**src/rtl/sample_filter_mac.sv**
```systemverilog
// Time-multiplexed single-multiplier filter for the ADC->DAC sample path: mute, bypass, N-tap FIR, first-order IIR.
// Optional feature macro: FILTER_IIR_EN (mode 11 is the IIR when defined, otherwise it behaves as mute).
module sample_filter_mac #(
    parameter int DATA_W = 16,
    parameter int COEF_W = 16,
    parameter int TAPS   = 8,
    parameter int ACC_W  = 40
) (
    input  logic                      clk_i,
    input  logic                      reset_ni,
    input  logic                      start_i,
    input  logic signed [DATA_W-1:0]  data_i,
    input  logic [1:0]                mode_i,
    input  logic                      coef_we_i,
    input  logic [$clog2(TAPS)-1:0]   coef_addr_i,
    input  logic signed [COEF_W-1:0]  coef_data_i,
    output logic signed [DATA_W-1:0]  data_o,
    output logic                      valid_o,
    output logic                      busy_o,
    output logic                      overrun_o
);

    // state   | meaning
    // IDLE    | waiting for start_i; mute/bypass complete here in one edge
    // MAC     | one coefficient*operand product accumulated per cycle
    // OUT     | round, saturate, publish data_o with a valid_o pulse
    localparam logic [1:0] ST_IDLE = 2'd0;
    localparam logic [1:0] ST_MAC  = 2'd1;
    localparam logic [1:0] ST_OUT  = 2'd2;

    localparam logic [1:0] MODE_MUTE = 2'b00;
    localparam logic [1:0] MODE_BYP  = 2'b01;
    localparam logic [1:0] MODE_FIR  = 2'b10;
    localparam logic [1:0] MODE_IIR  = 2'b11;

    localparam int AW = $clog2(TAPS);
    localparam int PW = DATA_W + COEF_W;

    localparam logic [ACC_W-1:0]         RND      = ACC_W'(1) << (COEF_W - 2);
    localparam logic signed [COEF_W-1:0] COEF_ONE = {1'b0, {(COEF_W-1){1'b1}}};
    localparam logic signed [DATA_W-1:0] OUT_MAX  = {1'b0, {(DATA_W-1){1'b1}}};
    localparam logic signed [DATA_W-1:0] OUT_MIN  = {1'b1, {(DATA_W-1){1'b0}}};

    logic [1:0]               state_q, state_d;
    logic [1:0]               mode_q, mode_d;
    logic [AW-1:0]            k_q, k_d;
    logic signed [ACC_W-1:0]  acc_q, acc_d;
    logic signed [DATA_W-1:0] x_q [TAPS];
    logic signed [DATA_W-1:0] x_d [TAPS];
    logic signed [COEF_W-1:0] coef_q [TAPS];
    logic signed [COEF_W-1:0] coef_d [TAPS];
    logic signed [DATA_W-1:0] data_q, data_d;
    logic                     valid_q, valid_d;
    logic                     overrun_q, overrun_d;
`ifdef FILTER_IIR_EN
    logic signed [DATA_W-1:0] y_prev_q, y_prev_d;
`endif

    logic                     is_iir;
    logic                     last_tap;
    logic signed [DATA_W-1:0] operand;
    logic signed [PW-1:0]     prod;
    logic signed [ACC_W-1:0]  prod_ext;
    logic signed [ACC_W-1:0]  rnd_sum;
    logic signed [ACC_W-1:0]  shifted;
    logic                     ovf;
    logic signed [DATA_W-1:0] sat_val;

    assign is_iir   = (mode_q == MODE_IIR);
    assign last_tap = is_iir ? (k_q == AW'(2)) : (k_q == AW'(TAPS - 1));

    // IIR reuses the FIR datapath: taps 0/1 read the delay line, tap 2 reads the fed-back output
    always_comb begin
        operand = x_q[k_q];
`ifdef FILTER_IIR_EN
        if (is_iir && (k_q == AW'(2))) begin
            operand = y_prev_q;
        end
`endif
    end

    assign prod     = coef_q[k_q] * operand;
    assign prod_ext = {{(ACC_W-PW){prod[PW-1]}}, prod};
    assign rnd_sum  = acc_q + RND;
    assign shifted  = rnd_sum >>> (COEF_W - 1);

    // The result fits only if every bit from the DATA_W sign position upward agrees
    assign ovf      = (|shifted[ACC_W-1:DATA_W-1]) && !(&shifted[ACC_W-1:DATA_W-1]);
    assign sat_val  = ovf ? (shifted[ACC_W-1] ? OUT_MIN : OUT_MAX) : shifted[DATA_W-1:0];

    always_comb begin
        state_d   = state_q;
        mode_d    = mode_q;
        k_d       = k_q;
        acc_d     = acc_q;
        x_d       = x_q;
        coef_d    = coef_q;
        data_d    = data_q;
        valid_d   = 1'b0;
        overrun_d = overrun_q;

        if (coef_we_i && (state_q == ST_IDLE) && (int'(coef_addr_i) < TAPS)) begin
            coef_d[coef_addr_i] = coef_data_i;
        end

        if (start_i && (state_q != ST_IDLE)) begin
            overrun_d = 1'b1;
        end

        case (state_q)
            ST_IDLE: begin
                if (start_i) begin
                    for (int i = TAPS - 1; i > 0; i--) begin
                        x_d[i] = x_q[i-1];
                    end
                    x_d[0] = data_i;
                    mode_d = mode_i;
                    case (mode_i)
                        MODE_BYP: begin
                            data_d  = data_i;
                            valid_d = 1'b1;
                        end
                        MODE_FIR: begin
                            acc_d   = '0;
                            k_d     = '0;
                            state_d = ST_MAC;
                        end
`ifdef FILTER_IIR_EN
                        MODE_IIR: begin
                            acc_d   = '0;
                            k_d     = '0;
                            state_d = ST_MAC;
                        end
`endif
                        default: begin
                            data_d  = '0;
                            valid_d = 1'b1;
                        end
                    endcase
                end
            end
            ST_MAC: begin
                acc_d = acc_q + prod_ext;
                k_d   = k_q + AW'(1);
                if (last_tap) begin
                    state_d = ST_OUT;
                end
            end
            ST_OUT: begin
                data_d  = sat_val;
                valid_d = 1'b1;
                state_d = ST_IDLE;
            end
            default: begin
                state_d = ST_IDLE;
            end
        endcase
    end

`ifdef FILTER_IIR_EN
    assign y_prev_d = valid_d ? data_d : y_prev_q;
`endif

    always_ff @(posedge clk_i or negedge reset_ni) begin
        if (!reset_ni) begin
            state_q   <= ST_IDLE;
            mode_q    <= MODE_MUTE;
            k_q       <= '0;
            acc_q     <= '0;
            data_q    <= '0;
            valid_q   <= 1'b0;
            overrun_q <= 1'b0;
            for (int i = 0; i < TAPS; i++) begin
                x_q[i]    <= '0;
                coef_q[i] <= (i == 0) ? COEF_ONE : '0;
            end
`ifdef FILTER_IIR_EN
            y_prev_q  <= '0;
`endif
        end else begin
            state_q   <= state_d;
            mode_q    <= mode_d;
            k_q       <= k_d;
            acc_q     <= acc_d;
            data_q    <= data_d;
            valid_q   <= valid_d;
            overrun_q <= overrun_d;
            x_q       <= x_d;
            coef_q    <= coef_d;
`ifdef FILTER_IIR_EN
            y_prev_q  <= y_prev_d;
`endif
        end
    end

    assign data_o    = data_q;
    assign valid_o   = valid_q;
    assign busy_o    = (state_q != ST_IDLE);
    assign overrun_o = overrun_q;

endmodule
```
**config.mk**
```make
export PLATFORM = sky130hd
export DESIGN_NAME = sample_filter_mac
export DESIGN_NICKNAME = d
export VERILOG_FILES = /design/src/rtl/sample_filter_mac.sv
export SDC_FILE = /design/constraint.sdc
export NUM_CORES = 1
export LEC_CHECK = 0
export BUFFER_PORTS_ARGS = -buffer_cell sky130_fd_sc_hd__clkbuf_2
export CAP_MARGIN = 20
export CORE_UTILIZATION = 43
export DETAILED_ROUTE_END_ITERATION = 16
export GPL_ROUTABILITY_DRIVEN = 0
export GPL_TIMING_DRIVEN = 0
export SYNTH_ARGS = -nofsm -noshare
export SYNTH_HDL_FRONTEND = slang
export SYNTH_SLANG_ARGS = --single-unit
```
**constraint.sdc**
```tcl
create_clock -name clk_i -period 10.2 [get_ports clk_i]
set_clock_uncertainty 0.05 [all_clocks]
set_input_delay 0 -clock clk_i [delete_from_list [all_inputs] [get_ports clk_i]]
set_output_delay 0 -clock clk_i [all_outputs]
set_load 0.005 [all_outputs]
```
==> impl_metrics.py, run 1 <==
metrics = {
    "synth": {
        "synth-seq-cells": 321,
        "synth_flop_cell": "dfrtp_1",
        "synth_area_per_cell_um2": 11.2,
        "ys_types": 64,
        "yosysWarnings": 0,
        "async_reset_ff_frac": 1.00,
        "synth_common_cells": "inv_1 (419), fa_1 (330), dfrtp_1 (306), mux2_2 (282), nand2_1 (225)",
        "yosys.area.top_type_share": 0.285,
        "netlist_area_um2": 26800,
        "synthTopCellsByArea": "dfrtp_1 (29%), fa_1 (25%), mux2_2 (12%)",
        "netlist_instances": 2401,
        "synth.most_common_cell": "inv_1",
        "ys_seq_area_frac": 0.300,
        "synth_edf_count": 0,
        "yosysTopAreaCell": "dfrtp_1",
        "syn_nets": 2889,
    },
    "clocking": {
        "cts_tree": "done",
        "htree_num_levels": 2,
        "cts.clk_slew.worst_paths_ns": 0.06,
        "cts_buffers": 35,
        "cts_buffer_depth": 3,
        "cts_root_buffer": "clkbuf_16",
        "clkLatencyLatePin_ns": 0.57,
        "numClockSinks": 321,
    },
    "drt": {
        "vias": 18200,
        "routedWlPerCell_um": 21.1,
        "routed_wl_um": 71800,
        "first_pass_iters": 5,
        "viasPerCell": 5.32,
        "drc": 0,
        "antenna_left": 0,
        "drt_first_iter_violations": 1366,
    },
    "worst_setup_path": {
        "max_stage_delay_ns": 0.96,
        "critPathSlowestCell": "mux2i_1",
        "critPathCaptureType": "flop",
        "crit_arrival_ns": 9.93,
        "crit_top_cell": "fa_1",
        "required_ns": 10.59,
        "crit_type": "flop to flop",
        "cp-start-kind": "flop",
        "worstPathMaxFanout": 10,
    },
    "cells_and_area": {
        "n_antenna_cell": 0,
        "multi_input_area_um2": 16900,
        "fill_cells": 5693,
        "syn_to_final_growth_pct": 11.4,
        "fin_util": 0.485,
        "seq_area_um2": 8050,
        "final_cells": 3410,
        "layout.nets": 3034,
        "drive_above_1_share": 0.204,
    },
    "job": {
        "cap_violations": 0,
    },
    "floorplanning": {
        "die_h_um": 252,
        "coreArea_um2": 61700,
        "start_util": 0.435,
        "dieArea_um2": 63400,
        "boundaryPins": 60,
        "rows": 91,
        "die_w_um": 252,
    },
    "global_routing": {
        "grt_max_degree": 118,
        "grt_pass1_vias": 19600,
        "grt_use_total": 0.237,
        "antenna_found_initial": 3,
        "grt.overflow.total": 0,
        "grt_pass1_wl_um": 114000,
    },
    "timing": {
        "finalHoldViolCount": 0,
        "post-route-period-util": 0.935,
        "max_slew_margin": 0.182,
        "rsz0062_at_grt": "no",
        "fmax_mhz": 105,
        "layout_min_cycle_time_ns": 9.54,
        "tightest_slew_ns": 1.19,
        "slew_viol_final": 0,
        "setup_tns_ns": 0,
        "setup_viol": 0,
    },
    "run_status": {
        "status": "finished, final reports clean",
    },
    "min_path": {
        "hp-class": "input pin to asynchronous set/reset pin",
    },
    "place": {
        "placed_cells": 3309,
        "numPortBuffers": 59,
        "hpwl_um": 57400,
    },
}
cells in the final DEF (no fill, tap or decap), types with 29 or more instances in the layout:
cell type and instances:
dlygate4sd3_1 36, o21ai_0 63, nor2_1 161, ha_1 117, clkbuf_1 80, a21oi_1 52
xnor2_1 34, nand2_1 225, mux2i_1 29, fa_1 330, clkbuf_16 35, mux4_2 64
dfrtp_1 306, mux2_2 282, clkbuf_2 58, inv_1 419
layout make-up:
cell class / instances / share of cell area
Buffer: 91 / 0.0123
Clock buffer: 50 / 0.0328
Clock inverter: 14 / 0.00607
Inverter: 419 / 0.0526
Multi-Input combinational cell: 1570 / 0.564
Sequential cell: 321 / 0.269
Tap cell: 837 / 0.0350
Timing Repair Buffer: 108 / 0.0281
worst max-delay path, delay by kind of cell, from the launching register on:
kind | cells | cell delay, ns
simple gates | 4 | 0.69
fa+ha+maj | 7 | 3.40
compound gates | 6 | 1.77
mux | 1 | 0.96
flops | 1 | 0.32
buf+inv | 7 | 2.21
per-stage QoR:
| stage | hold WS, ns | setup WS (ns) | instance area (µm²) |
|---|---|---|---|
| after global routing | 0.108 | 0.289 | 29900 |
| after CTS | 0.0508 | 0.699 | 29900 |
| final | 0.0461 | 0.662 | 29900 |
| after global placement | 0.216 | 0.621 | 28200 |
| after floorplan | -0.346 | 2.40 | 26800 |
| after detailed placement | 0.0781 | 0.737 | 28400 |
per-layer routing:
layer | GRT usage | vias to the layer above | share of wire
met3 | 0.0400 | 84 | 0.065
met4 | 0.0594 | 0 | 0.021
met2 | 0.370 | 524 | 0.45
li1 | - | 8069 | -
met1 | 0.342 | 9476 | 0.46
met5 | 0 | - | 0
state kept, by name (all words and copies together) (netlist names):
signal / count
overrun_o: 1
valid_o: 1
mode_q: 2
k_q: 3
data_o: 16
state_q: 2
acc_q: 40
x_q: 128
coef_q: 128
cells by family after synthesis:
group,share of synthesized area
compound gates,0.0478
xor+xnor,0.0173
fa+ha+maj,0.301
buf+inv,0.0722
flops,0.300
mux,0.183
simple gates,0.0789
path summary, 6_finish.rpt:
| check | startpoint | endpoint | slack [ns] | cells after the start |
|---|---|---|---|---|
| min reg2reg | overrun_o | overrun_o | 0.41 | 1 |
| max reg2reg | k_q[2] | acc_q[39] | 0.66 | 25 |
| max | k_q[2] | acc_q[39] | 0.66 | 25 |
| min in group clk_i | coef_addr_i[0] | coef_q[82] | 0.10 | 4 |
| min | reset_ni | acc_q[3] | 0.05 | 2 |
| max in group asynchronous | reset_ni | coef_q[55] | 8.39 | 4 |
what timing repair did:
action	4_1_cts	5_1_grt
setup endpoints to repair	0	0
hold endpoints to repair	250	0
hold buffers	36	0
gates resized for setup	0	0
setup buffers	0	0
Power of run 1 is left out: the tool's default activity adds up to more than one toggle a clock period on the data nets, which glitch-free logic cannot reach.
==> inputs of run 2 (changes only) <==
- CAP_MARGIN: 20 -> 0
- clock period: 10.2 -> 10.35 ns (I/O delays scaled with it)
==> impl_metrics.py, run 2 (same netlist as run 1, synthesis figures left out) <==
metrics = {
    "worst_setup_path": {
        "r2r_cells": 26,
        "required_ns": 10.73,
        "r2r_setup_slack_ns": 0.75,
        "crit_top_cell": "fa_1",
        "r2r_start": "k_q[0]",
        "r2r-end": "acc_q[39]",
        "critPathSlowestCell": "buf_1",
        "critPathCaptureType": "flop",
        "crit_type": "flop to flop",
        "cp-start-kind": "flop",
        "max_stage_delay_ns": 0.93,
        "worstPathMaxFanout": 10,
        "crit_arrival_ns": 9.98,
    },
    "drt": {
        "routed_wl_um": 71100,
        "routedWlPerCell_um": 20.9,
        "drt_first_iter_violations": 1241,
        "vias": 18000,
        "drc": 0,
        "first_pass_iters": 6,
        "antenna_left": 0,
        "viasPerCell": 5.29,
    },
    "place": {
        "hpwl_um": 56800,
        "numPortBuffers": 59,
    },
    "global_routing": {
        "grt_max_degree": 118,
        "grt_pass1_wl_um": 114000,
        "grt.overflow.total": 0,
        "antenna_found_initial": 2,
        "grt_pass1_vias": 19400,
        "grt_use_total": 0.234,
    },
    "timing": {
        "setup_viol": 0,
        "post-route-period-util": 0.927,
        "max_slew_margin": 0.107,
        "rsz0062_at_grt": "no",
        "layout_min_cycle_time_ns": 9.60,
        "fmax_mhz": 104,
        "setup_tns_ns": 0,
        "tightest_slew_ns": 1.30,
        "finalHoldViolCount": 0,
        "slew_viol_final": 0,
    },
    "clocking": {
        "cts_buffer_depth": 3,
        "cts_buffers": 36,
        "cts_resized": 0,
        "cts_root_buffer": "clkbuf_16",
        "numClockSinks": 321,
        "htree_num_levels": 2,
        "clkLatencyLatePin_ns": 0.56,
        "cts.clk_slew.worst_paths_ns": 0.06,
        "cts_tree": "done",
    },
    "cells_and_area": {
        "final_common_cell": "inv_1",
        "layout_common_cells": "inv_1 (419), fa_1 (330), dfrtp_1 (306)",
        "drive_above_1_share": 0.205,
        "fill_cells": 5635,
        "seq_area_um2": 8050,
        "multi_input_area_um2": 16900,
        "layout.nets": 3026,
        "fin_util": 0.485,
        "syn_to_final_growth_pct": 11.5,
        "largestRegisters": "coef_q: 128 flops, x_q: 128 flops, acc_q: 40 flops",
    },
    "run_status": {
        "status": "finished, final reports clean",
    },
    "floorplanning": {
        "die_w_um": 252,
        "start_util": 0.435,
        "boundaryPins": 60,
        "rows": 91,
        "coreArea_um2": 61700,
        "dieArea_um2": 63400,
        "die_h_um": 252,
    },
    "min_path": {
        "hp-class": "input pin to asynchronous set/reset pin",
    },
    "job": {
        "cap_violations": 0,
    },
}
## run 2: changes by cell type in the layout (fill, tap and decap cells not counted), moves of 2 or more
cell,delta
inv_6,+2
clkbuf_8,+4
clkbuf_16,+2
inv_16,-2
buf_4,-7
clkinv_2,+2
clkbuf_1,-8
## run 2: worst max-delay path by stage
stage                     startpoint        end  slack, ns  depth (start not counted)
after CTS                     k_q[0]  acc_q[39]       0.72                         26
after detailed placement      k_q[0]  acc_q[39]       0.70                         26
after global placement        k_q[0]  acc_q[39]       0.77                         26
after floorplan               k_q[0]  acc_q[39]       2.55                         28
final                         k_q[0]  acc_q[39]       0.75                         26
after global routing          k_q[0]  acc_q[39]       0.30                         26
## run 2: layout make-up
type / count / share of cell area
inverter: 419 / 0.0525
buffer: 91 / 0.0122
sequential: 321 / 0.269
tap: 837 / 0.0350
antenna: 1 / 0.0000836
clock inverter: 18 / 0.00794
multi-input combinational: 1570 / 0.563
clock buffer: 48 / 0.0353
timing repair buffer: 99 / 0.0249
## run 2: worst max-delay path: cells and delay by family, from the launching register on
kind / cells / cell delay [ns]
muxes: 2 / 1.44
AOI/OAI and AO/OA: 6 / 1.66
adders and majority gates: 7 / 3.38
buffers and inverters: 7 / 1.76
and+or+nand+nor: 4 / 0.81
DFF: 1 / 0.36
## run 2: per-stage QoR
step | hold slack [ns] | area [µm²] | worst slack, ns | cells
after CTS | 0.0602 | 29900 | 0.722 | 3403
after floorplan | -0.346 | 26800 | 2.55 | 2401
after global routing | 0.114 | 29900 | 0.305 | 3403
after global placement | 0.216 | 28200 | 0.771 | 3297
after detailed placement | 0.0747 | 28300 | 0.704 | 3301
final | 0.0592 | 29900 | 0.755 | 3404
## run 2: metal layers
metal  track usage  part of all wire  vias up
met2         0.366              0.45      460
met3        0.0420             0.057       77
met5             0                 0        -
met1         0.338              0.47     9411
li1              -                 -     8057
met4        0.0547             0.020        0
## run 2: repair_timing
item                                    4_1_cts  5_1_grt
setup buffers                                 0        0
endpoints found under the setup margin        0        0
hold endpoints to repair                    249        0
hold buffers                                 36        0
Power of run 2 is left out for the same reason.
==> inputs of run 3 (changes only) <==
- CTS_BUF_LIST: not set -> sky130_fd_sc_hd__clkbuf_8
==> impl_metrics.py, run 3 (same netlist as run 1, synthesis figures left out) <==
metrics = {
    "job": {
        "cap_violations": 0,
    },
    "global_routing": {
        "grt_pass1_wl_um": 114000,
        "grt_max_degree": 118,
        "antenna_found_initial": 2,
        "grt.overflow.total": 0,
        "grt_pass1_vias": 19600,
        "grt_use_total": 0.235,
    },
    "cells_and_area": {
        "fin_util": 0.484,
        "largestRegisters": "coef_q: 128 flops, x_q: 128 flops, acc_q: 40 flops",
        "layout_common_cells": "inv_1 (435), fa_1 (330), dfrtp_1 (306)",
        "syn_to_final_growth_pct": 11.2,
        "final_common_cell": "inv_1",
        "final_cell_area_um2": 29900,
        "drive_above_1_share": 0.209,
        "fill_cells": 5666,
        "layout.nets": 3049,
    },
    "worst_setup_path": {
        "worstPathMaxFanout": 10,
        "cp-start-kind": "flop",
        "required_ns": 10.83,
        "crit_arrival_ns": 10.13,
        "crit_type": "flop to flop",
        "critPathCaptureType": "flop",
    },
    "place": {
        "place_ws_ns": 0.704,
        "hpwl_um": 56800,
        "numPortBuffers": 59,
        "placed_area_um2": 28300,
    },
    "drt": {
        "first_pass_iters": 8,
        "routedWlPerCell_um": 20.8,
        "routed_wl_um": 71600,
        "vias": 18200,
        "antenna_left": 0,
        "viasPerCell": 5.28,
        "drc": 0,
        "drt_first_iter_violations": 1301,
    },
    "clocking": {
        "cts_buffer_depth": 3,
        "cts_root_buffer": "clkbuf_8",
        "cts.clk_slew.worst_paths_ns": 0.06,
        "clkLatencyLatePin_ns": 0.67,
        "numClockSinks": 321,
        "cts_buffers": 54,
        "htree_num_levels": 2,
        "cts_tree": "done",
    },
    "floorplanning": {
        "die_h_um": 252,
        "die_w_um": 252,
        "coreArea_um2": 61700,
        "rows": 91,
        "start_util": 0.435,
        "dieArea_um2": 63400,
        "boundaryPins": 60,
    },
    "timing": {
        "layout_min_cycle_time_ns": 9.66,
        "fin_ws_ns": 0.693,
        "setup_viol": 0,
        "rsz0062_at_grt": "no",
        "finalHoldViolCount": 0,
        "slew_viol_final": 0,
        "post-route-period-util": 0.933,
        "fmax_mhz": 104,
        "max_slew_margin": 0.0818,
        "setup_tns_ns": 0,
        "tightest_slew_ns": 1.34,
    },
    "run_status": {
        "status": "finished, final reports clean",
    },
    "min_path": {
        "hp-class": "input pin to flop",
    },
}
-- run 3: changes by cell type in the layout (fill, tap and decap cells not counted), sizes merged --
| cell | change |
|---|---|
| buf | +1 |
| inv | +14 |
| bufinv | -3 |
| dlygate4sd3 | +4 |
| clkinv | -2 |
| clkinvlp | +1 |
| clkbuf | +22 |
-- run 3: final timing paths --
check,endpoint,cells after the start,from,slack [ns]
setup / recovery,acc_q[39],26,k_q[0],0.69
hold / removal,coef_q[98],4,coef_addr_i[1],0.02
setup reg to reg,acc_q[39],26,k_q[0],0.69
hold reg to reg,overrun_o,1,overrun_o,0.41
max in group asynchronous,coef_q[56],5,reset_ni,8.70
min in group asynchronous,acc_q[2],4,reset_ni,0.49
-- run 3: per-stage QoR --
step                      hold WS [ns]  instances
after floorplan                 -0.346       2401
after global placement           0.216       3297
after detailed placement        0.0747       3301
after CTS                       0.0111       3440
after global routing            0.0372       3441
final                           0.0202       3441
-- run 3: layout make-up --
class	instances	area, µm²	area share
flip-flops and latches	321	8050	0.270
diodes	1	2.50	0.0000838
repair buffers	104	813	0.0272
inverters	419	1570	0.0527
clock inverters	28	178	0.00595
multi-input cells	1570	16900	0.565
well taps	837	1050	0.0351
clock buffers	70	963	0.0323
plain buffers	91	367	0.0123
-- run 3: layer usage --
metal | up-vias | routed length (µm) | GRT usage
met5 | - | 0 | 0
met4 | 0 | 1480 | 0.0596
met3 | 100 | 4040 | 0.0372
met2 | 449 | 32400 | 0.369
met1 | 9504 | 33600 | 0.342
li1 | 8105 | - | -
-- run 3: critical path, stage by stage, from the launching register on --
cell and delay (ns):
dfrtp_1 0.36, buf_2 0.29, buf_2 0.38, buf_1 0.93, mux4_2 0.65, mux2i_1 0.80
nor2_1 0.17, fa_1 0.59, inv_1 0.05, fa_1 0.41, fa_1 0.56, inv_1 0.06
fa_1 0.48, fa_1 0.52, inv_1 0.05, fa_1 0.47, inv_1 0.04, ha_1 0.34
and2_1 0.23, a21boi_0 0.13, o21ai_0 0.47, a211oi_1 0.22, o31ai_2 0.27, nand2b_1 0.12
o311a_1 0.32, or3_1 0.31, a32o_1 0.26
-- run 3: repair_timing --
action	4_1_cts	5_1_grt
hold buffers	41	0
resized for setup	0	0
hold endpoints to repair	258	0
setup buffers	0	0
Power of run 3 is left out for the same reason.
